--- src/rtl/mc_pkg.sv ---
// Shared types and encodings for the multicycle MIPS main control FSM:
// state codes, opcode/funct values, ALUop codes, mux selects and control word.
package mc_pkg;

  typedef enum logic [3:0] {
    S_FETCH    = 4'd0,
    S_DECODE   = 4'd1,
    S_MEM_ADR  = 4'd2,
    S_MEM_RD   = 4'd3,
    S_MEM_WB   = 4'd4,
    S_MEM_WR   = 4'd5,
    S_RTYPE_EX = 4'd6,
    S_RTYPE_WB = 4'd7,
    S_BEQ_EX   = 4'd8,
    S_IMM_EX   = 4'd9,
    S_IMM_WB   = 4'd10,
    S_J_EX     = 4'd11,
    S_JR_EX    = 4'd12
  } state_e;

  localparam logic [5:0] OP_RTYPE = 6'h00;
  localparam logic [5:0] OP_J     = 6'h02;
  localparam logic [5:0] OP_JAL   = 6'h03;
  localparam logic [5:0] OP_BEQ   = 6'h04;
  localparam logic [5:0] OP_ORI   = 6'h0D;
  localparam logic [5:0] OP_LUI   = 6'h0F;
  localparam logic [5:0] OP_LW    = 6'h23;
  localparam logic [5:0] OP_SW    = 6'h2B;

  localparam logic [5:0] FN_SLL  = 6'h00;
  localparam logic [5:0] FN_JR   = 6'h08;
  localparam logic [5:0] FN_ADDU = 6'h21;
  localparam logic [5:0] FN_SUBU = 6'h23;
  localparam logic [5:0] FN_SLT  = 6'h2A;

  localparam logic [1:0] ALU_ADD   = 2'b00;
  localparam logic [1:0] ALU_SUB   = 2'b01;
  localparam logic [1:0] ALU_FUNCT = 2'b10;
  localparam logic [1:0] ALU_OR    = 2'b11;

  localparam logic [1:0] RDST_RT = 2'd0;
  localparam logic [1:0] RDST_RD = 2'd1;
  localparam logic [1:0] RDST_RA = 2'd2;

  localparam logic [1:0] M2R_ALUOUT = 2'd0;
  localparam logic [1:0] M2R_MDR    = 2'd1;
  localparam logic [1:0] M2R_PC     = 2'd2;

  localparam logic [1:0] SRCA_PC    = 2'd0;
  localparam logic [1:0] SRCA_A     = 2'd1;
  localparam logic [1:0] SRCA_SHAMT = 2'd2;

  localparam logic [1:0] SRCB_B     = 2'd0;
  localparam logic [1:0] SRCB_FOUR  = 2'd1;
  localparam logic [1:0] SRCB_EXT   = 2'd2;
  localparam logic [1:0] SRCB_BROFS = 2'd3;

  localparam logic [1:0] EXT_SIGN = 2'd0;
  localparam logic [1:0] EXT_ZERO = 2'd1;
  localparam logic [1:0] EXT_LUI  = 2'd2;

  localparam logic [1:0] PCS_ALU    = 2'd0;
  localparam logic [1:0] PCS_ALUOUT = 2'd1;
  localparam logic [1:0] PCS_JUMP   = 2'd2;
  localparam logic [1:0] PCS_REG    = 2'd3;

  typedef struct packed {
    logic       pc_en;
    logic       ir_write;
    logic       i_or_d;
    logic       mem_read;
    logic       mem_write;
    logic       reg_write;
    logic [1:0] reg_dst;
    logic [1:0] mem_to_reg;
    logic [1:0] alu_src_a;
    logic [1:0] alu_src_b;
    logic [1:0] ext_op;
    logic [1:0] alu_op;
    logic [1:0] pc_source;
    logic       illegal;
    logic       instr_done;
  } ctrl_t;

  // DECODE dispatch; S_FETCH doubles as the "unsupported instruction" answer.
  function automatic state_e decode_next(input logic [5:0] op, input logic [5:0] funct);
    state_e nxt;
    nxt = S_FETCH;
    case (op)
      OP_LW, OP_SW:   nxt = S_MEM_ADR;
      OP_BEQ:         nxt = S_BEQ_EX;
      OP_ORI, OP_LUI: nxt = S_IMM_EX;
      OP_J, OP_JAL:   nxt = S_J_EX;
      OP_RTYPE: begin
        case (funct)
          FN_JR:                                  nxt = S_JR_EX;
          FN_ADDU, FN_SUBU, FN_SLT, FN_SLL:       nxt = S_RTYPE_EX;
          default:                                nxt = S_FETCH;
        endcase
      end
      default:        nxt = S_FETCH;
    endcase
    return nxt;
  endfunction

endpackage

--- src/rtl/mc_outdec.sv ---
// Moore output decoder: registered state (plus the few qualifying inputs)
// to the datapath control word.
module mc_outdec
  import mc_pkg::*;
(
  input  state_e      state_i,
  input  logic [5:0]  op_i,
  input  logic [5:0]  funct_i,
  input  logic        zero_i,
  input  logic        mem_ready_i,
  input  logic        rst_n,
  output ctrl_t       ctrl_o
);

  always_comb begin
    // NOTE: zeroing the whole word first keeps every field assigned on every path, so no latches.
    ctrl_o = '0;
    case (state_i)
      S_FETCH: begin
        ctrl_o.mem_read  = 1'b1;
        ctrl_o.alu_src_a = SRCA_PC;
        ctrl_o.alu_src_b = SRCB_FOUR;
        ctrl_o.alu_op    = ALU_ADD;
        ctrl_o.ir_write  = mem_ready_i;
        ctrl_o.pc_en     = mem_ready_i;
      end
      S_DECODE: begin
        ctrl_o.alu_src_a = SRCA_PC;
        ctrl_o.alu_src_b = SRCB_BROFS;
        ctrl_o.alu_op    = ALU_ADD;
        if (decode_next(op_i, funct_i) == S_FETCH) begin
          ctrl_o.illegal    = 1'b1;
          ctrl_o.instr_done = 1'b1;
        end
      end
      S_MEM_ADR: begin
        ctrl_o.alu_src_a = SRCA_A;
        ctrl_o.alu_src_b = SRCB_EXT;
        ctrl_o.ext_op    = EXT_SIGN;
        ctrl_o.alu_op    = ALU_ADD;
      end
      S_MEM_RD: begin
        ctrl_o.mem_read = 1'b1;
        ctrl_o.i_or_d   = 1'b1;
      end
      S_MEM_WB: begin
        ctrl_o.reg_write  = 1'b1;
        ctrl_o.reg_dst    = RDST_RT;
        ctrl_o.mem_to_reg = M2R_MDR;
        ctrl_o.instr_done = 1'b1;
      end
      S_MEM_WR: begin
        ctrl_o.mem_write  = 1'b1;
        ctrl_o.i_or_d     = 1'b1;
        ctrl_o.instr_done = mem_ready_i;
      end
      S_RTYPE_EX: begin
        ctrl_o.alu_src_a = (funct_i == FN_SLL) ? SRCA_SHAMT : SRCA_A;
        ctrl_o.alu_src_b = SRCB_B;
        ctrl_o.alu_op    = ALU_FUNCT;
      end
      S_RTYPE_WB: begin
        ctrl_o.reg_write  = 1'b1;
        ctrl_o.reg_dst    = RDST_RD;
        ctrl_o.mem_to_reg = M2R_ALUOUT;
        ctrl_o.instr_done = 1'b1;
      end
      S_BEQ_EX: begin
        ctrl_o.alu_src_a  = SRCA_A;
        ctrl_o.alu_src_b  = SRCB_B;
        ctrl_o.alu_op     = ALU_SUB;
        ctrl_o.pc_source  = PCS_ALUOUT;
        ctrl_o.pc_en      = zero_i;
        ctrl_o.instr_done = 1'b1;
      end
      S_IMM_EX: begin
        ctrl_o.alu_src_a = SRCA_A;
        ctrl_o.alu_src_b = SRCB_EXT;
        ctrl_o.alu_op    = ALU_OR;
        ctrl_o.ext_op    = (op_i == OP_LUI) ? EXT_LUI : EXT_ZERO;
      end
      S_IMM_WB: begin
        ctrl_o.reg_write  = 1'b1;
        ctrl_o.reg_dst    = RDST_RT;
        ctrl_o.mem_to_reg = M2R_ALUOUT;
        ctrl_o.instr_done = 1'b1;
      end
      S_J_EX: begin
        ctrl_o.pc_source  = PCS_JUMP;
        ctrl_o.pc_en      = 1'b1;
        ctrl_o.instr_done = 1'b1;
        if (op_i == OP_JAL) begin
          ctrl_o.reg_write  = 1'b1;
          ctrl_o.reg_dst    = RDST_RA;
          ctrl_o.mem_to_reg = M2R_PC;
        end
      end
      S_JR_EX: begin
        ctrl_o.pc_source  = PCS_REG;
        ctrl_o.pc_en      = 1'b1;
        ctrl_o.instr_done = 1'b1;
      end
      default: ctrl_o = '0;
    endcase

    // Reset is synchronous, so the state may still be mid-instruction; block all side effects.
    if (!rst_n) begin
      ctrl_o.pc_en      = 1'b0;
      ctrl_o.ir_write   = 1'b0;
      ctrl_o.mem_read   = 1'b0;
      ctrl_o.mem_write  = 1'b0;
      ctrl_o.reg_write  = 1'b0;
      ctrl_o.illegal    = 1'b0;
      ctrl_o.instr_done = 1'b0;
    end
  end

endmodule

--- src/rtl/multicycle_ctrl.sv ---
// Main control FSM of the multicycle MIPS core: state register, next-state
// logic and the output decoder that drives the shared datapath.
module multicycle_ctrl
  import mc_pkg::*;
(
  input  logic       clk,
  input  logic       rst_n,
  input  logic [5:0] op,
  input  logic [5:0] funct,
  input  logic       zero,
  input  logic       mem_ready,
  output logic       pc_en,
  output logic       ir_write,
  output logic       i_or_d,
  output logic       mem_read,
  output logic       mem_write,
  output logic       reg_write,
  output logic [1:0] reg_dst,
  output logic [1:0] mem_to_reg,
  output logic [1:0] alu_src_a,
  output logic [1:0] alu_src_b,
  output logic [1:0] ext_op,
  output logic [1:0] alu_op,
  output logic [1:0] pc_source,
  output logic       illegal,
  output logic       instr_done,
  output logic [3:0] state
);

  state_e state_q, state_d;
  ctrl_t  ctrl;

  always_comb begin
    state_d = S_FETCH;
    case (state_q)
      S_FETCH:    state_d = mem_ready ? S_DECODE : S_FETCH;
      S_DECODE:   state_d = decode_next(op, funct);
      S_MEM_ADR:  state_d = (op == OP_SW) ? S_MEM_WR : S_MEM_RD;
      S_MEM_RD:   state_d = mem_ready ? S_MEM_WB : S_MEM_RD;
      S_MEM_WR:   state_d = mem_ready ? S_FETCH : S_MEM_WR;
      S_RTYPE_EX: state_d = S_RTYPE_WB;
      S_IMM_EX:   state_d = S_IMM_WB;
      default:    state_d = S_FETCH;
    endcase
  end

  // NOTE: state is sequential, so it uses non-blocking assignment; reset is sampled on the clock edge.
  always_ff @(posedge clk) begin
    if (!rst_n) state_q <= S_FETCH;
    else        state_q <= state_d;
  end

  mc_outdec u_outdec (
    .state_i     (state_q),
    .op_i        (op),
    .funct_i     (funct),
    .zero_i      (zero),
    .mem_ready_i (mem_ready),
    .rst_n       (rst_n),
    .ctrl_o      (ctrl)
  );

  assign pc_en      = ctrl.pc_en;
  assign ir_write   = ctrl.ir_write;
  assign i_or_d     = ctrl.i_or_d;
  assign mem_read   = ctrl.mem_read;
  assign mem_write  = ctrl.mem_write;
  assign reg_write  = ctrl.reg_write;
  assign reg_dst    = ctrl.reg_dst;
  assign mem_to_reg = ctrl.mem_to_reg;
  assign alu_src_a  = ctrl.alu_src_a;
  assign alu_src_b  = ctrl.alu_src_b;
  assign ext_op     = ctrl.ext_op;
  assign alu_op     = ctrl.alu_op;
  assign pc_source  = ctrl.pc_source;
  assign illegal    = ctrl.illegal;
  assign instr_done = ctrl.instr_done;
  assign state      = state_q;

endmodule

--- config.mk ---
export PLATFORM = sky130hd
export DESIGN_NAME = multicycle_ctrl
export DESIGN_NICKNAME = d
export VERILOG_FILES = /design/src/rtl/mc_pkg.sv /design/src/rtl/mc_outdec.sv /design/src/rtl/multicycle_ctrl.sv
export SDC_FILE = /design/constraint.sdc
export NUM_CORES = 1
export LEC_CHECK = 0
export BUFFER_PORTS_ARGS = -buffer_cell sky130_fd_sc_hd__buf_2
export CAP_MARGIN = 20
export CORE_AREA = 2 2 50 64
export CTS_BUF_LIST = sky130_fd_sc_hd__clkbuf_4 sky130_fd_sc_hd__clkbuf_8
export CTS_CLUSTER_SIZE = 8
export DETAILED_ROUTE_END_ITERATION = 7
export DIE_AREA = 0 0 52 66
export HOLD_SLACK_MARGIN = 0.05
export PLACE_DENSITY_LB_ADDON = 0.3
export SLEW_MARGIN = 40
export SYNTH_ARGS = -nofsm -noshare
export SYNTH_HDL_FRONTEND = slang
export SYNTH_HIERARCHICAL = 1
export SYNTH_SLANG_ARGS = --single-unit
--- constraint.sdc ---
create_clock -name clk -period 1.5 [get_ports clk]
set_clock_uncertainty 0.15 [all_clocks]
set_input_delay 0.075 -clock clk [delete_from_list [all_inputs] [get_ports clk]]
set_output_delay 0.075 -clock clk [all_outputs]
set_load 0.005 [all_outputs]
==> flow_summary.yaml <==
min_path:
  min_path_type: "input port to flip-flop"
  worstHoldStart: "rst_n"
drt:
  met3RoutedLength_um: 135
  wl_um: 3410
  drc: 0
  via_per_inst: 5.44
  route.met2.wl_um: 1780
  wl_per_cell_um: 13.7
  vias: 1354
  first_pass_iters: 4
  drtAntennaViolNets: 0
  dr.max_layer_used: "met4"
  initialDrtViolationCount: 49
  wl_met1_um: 1400
setup_path:
  crit_slowest_cell: "or3b_4"
  path_cells: "or3b_4 -> a211oi_4 -> o21ai_1 -> nand3_1 -> buf_2"
  worst-path-buf-inv: 1
  crit_family: "simple AND/OR/NAND/NOR gates"
  cp.arrival_ns: 1.46
  crit_start: "state[2]"
  worstPathRequired_ns: 1.27
  endpoint_kind: "output pin"
  reg2reg_from: "state[3]"
  worstPathMaxFanout: 3
  slowest_delay_ns: 0.41
  start_kind: "flip-flop"
  critPathKind: "flip-flop to output pin"
sta:
  grt_setup_unrepaired: "yes"
  slew_viol_final: 0
  worst_pin_slew_ns: 0.305
  fmax_mhz: 592
  min_period_ns: 1.69
  fin_crit_sh_pct: 113
  setup_viol: 13
  slew_headroom_pct: 79.3
  hold_viol_final: 0
  layout_setup_ws_ns: -0.189
clock_network:
  cts_tree: "done"
  cts_buffer_depth: 2
  root_buffer: "clkbuf_4"
  cts.sinks: 4
  holdBufCountCts: 0
  htree_levels: 1
  cts_buffers: 3
  clk_latency_ns: 0.23
  cts.clk_slew.worst_paths_ns: 0.04
floorplan:
  start_util_pct: 33.6
  core_area_um2: 2840
  dieWidth_um: 52
  rows: 22
  pin_count: 42
  die_y_um: 66
  fp.dieArea_um2: 3430
synth:
  synthesis.nets: 160
  ys_dominant_reg_cell: "dfxtp_1"
  synth_area_leader_cell: "dfxtp_1"
  yosys.cell_types.count: 48
  synthesis.area_um2: 953
  synthTopCellsByArea: "dfxtp_1 8.4%, nor2_1 7.5%, nand2b_1 5.9%, nand2_1 4.3%, nor3_1 4.2%"
  synth_commonest_cells: "19 x nor2_1, 11 x nand2_1, 9 x nand2b_1"
  ys_ff_latch: 4
  synth-edff-count: 0
  syn_area_per_cell_um2: 6.62
  yosysMostFrequentCell: "nor2_1"
  synth_top_area_share_pct: 8.40
  synth_seq_area_share_pct: 8.40
  synthArstFlopShare_pct: 0
  syn_inst: 144
  yosys_warnings: 6
final_layout:
  n_antenna_cell: 0
  largest_reg_flops: 4
  final_util_pct: 56.4
  num-nets-final: 231
  layout.cells.non_filler: 249
  syn_to_final_growth_pct: 67.8
  drive_gt1_share_pct: 49.8
placed_design:
  place_ws_ns: -0.0576
  place_congestion: 0.856
  io_buffer_count: 41
  dp.cells: 236
  dpl.hpwl_um: 2340
run_status:
  violations: "negative setup slack"
  outcome: "finished, violations left"
global_routing:
  overflow: 0
  grt_max_degree: 14
  grt_pass1_wl_um: 5230
  first_global_vias: 1248
  antenna_found_initial: 0
  grt.total_usage_pct: 19.6
pwr:
  powerDensity_nw_per_um2: 300
  finalPower_uw: 480
  ir_drop_mv: 0.162
  leakage_nw: 0.729
job:
  drv_cap: 0
==> placed cells by master, fill, tap and decap left out, types with 3 or more instances in the layout <==
master,n
nand3b_1,4
a31oi_1,4
o21ai_1,3
buf_4,26
o21a_1,3
and4b_1,3
nor2_1,16
buf_2,41
nor3b_1,3
o21ai_0,4
nand3_1,4
nand2b_1,5
nand2_1,11
a21oi_1,5
o22ai_1,3
inv_1,4
buf_6,8
nor3_1,7
clkbuf_4,3
nand2b_4,4
==> worst min-delay path, cell delays in order <==
cell	delay [ns]
buf_2	0.11
buf_4	0.15
nand2b_1	0.08
a21oi_1	0.04
==> through the flow <==
| stage | hold WS, ns | TNS [ns] | cell area (µm²) |
|---|---|---|---|
| 4_1_cts | 0.106 | -1.33 | 1530 |
| 2_1_floorplan | 0.0553 | -0.0122 | 965 |
| 3_5_place_dp | 0.336 | -0.0784 | 1340 |
| 3_3_place_gp | 0.339 | -0.100 | 1340 |
| 6_report | 0.107 | -1.42 | 1600 |
| 5_1_grt | 0.118 | -2.36 | 1600 |
==> timing repair <==
| item | in CTS | in global routing |
|---|---|---|
| pin swaps | 13 | 11 |
| setup buffers | 9 | 1 |
| setup endpoints to repair | 19 | 20 |
| cloned | 1 | 0 |
| resized for setup | 19 | 16 |
==> final timing paths <==
path	to	slack, ns	cells past startpoint
setup reg to reg	state[1]	0.05	6
hold / removal	state[0]	0.11	4
hold reg to reg	state[3]	0.62	3
setup / recovery	instr_done	-0.19	5
==> layout make-up <==
cell class,instances,area (µm²)
sequential,4,90.1
inverter,4,15.0
multi-input combinational,125,890
clock buffer,3,22.5
fill,275,1230
timing repair buffer,77,538
tap,36,45.0
==> routing by layer <==
| layer | vias up | global-route usage [%] |
|---|---|---|
| met3 | 8 | 0.905 |
| met1 | 627 | 22.2 |
| met5 | - | 0 |
| met4 | 0 | 9.54 |
| met2 | 40 | 36.1 |
| li1 | 679 | - |
==> power breakdown <==
group | total [mW] | switching, mW | internal [mW]
Sequential | 0.111 | 0.00484 | 0.107
Clock | 0.133 | 0.0438 | 0.0895
Combinational | 0.235 | 0.117 | 0.118
Total | 0.480 | 0.166 | 0.314
==> logic make-up (layout without fill, tap and decap cells) <==
family,Yosys count,count (layout),share of synthesized area [%]
XOR/XNOR,1,1,0.919
buffers and inverters,15,84,8.13
flip-flops,4,4,8.40
AO/OA/AOI/OAI,39,39,29.5
AND/OR/NAND/NOR,84,84,52.0
multiplexers,1,1,1.05
No activity file was read; power rests on OpenSTA's default activity.
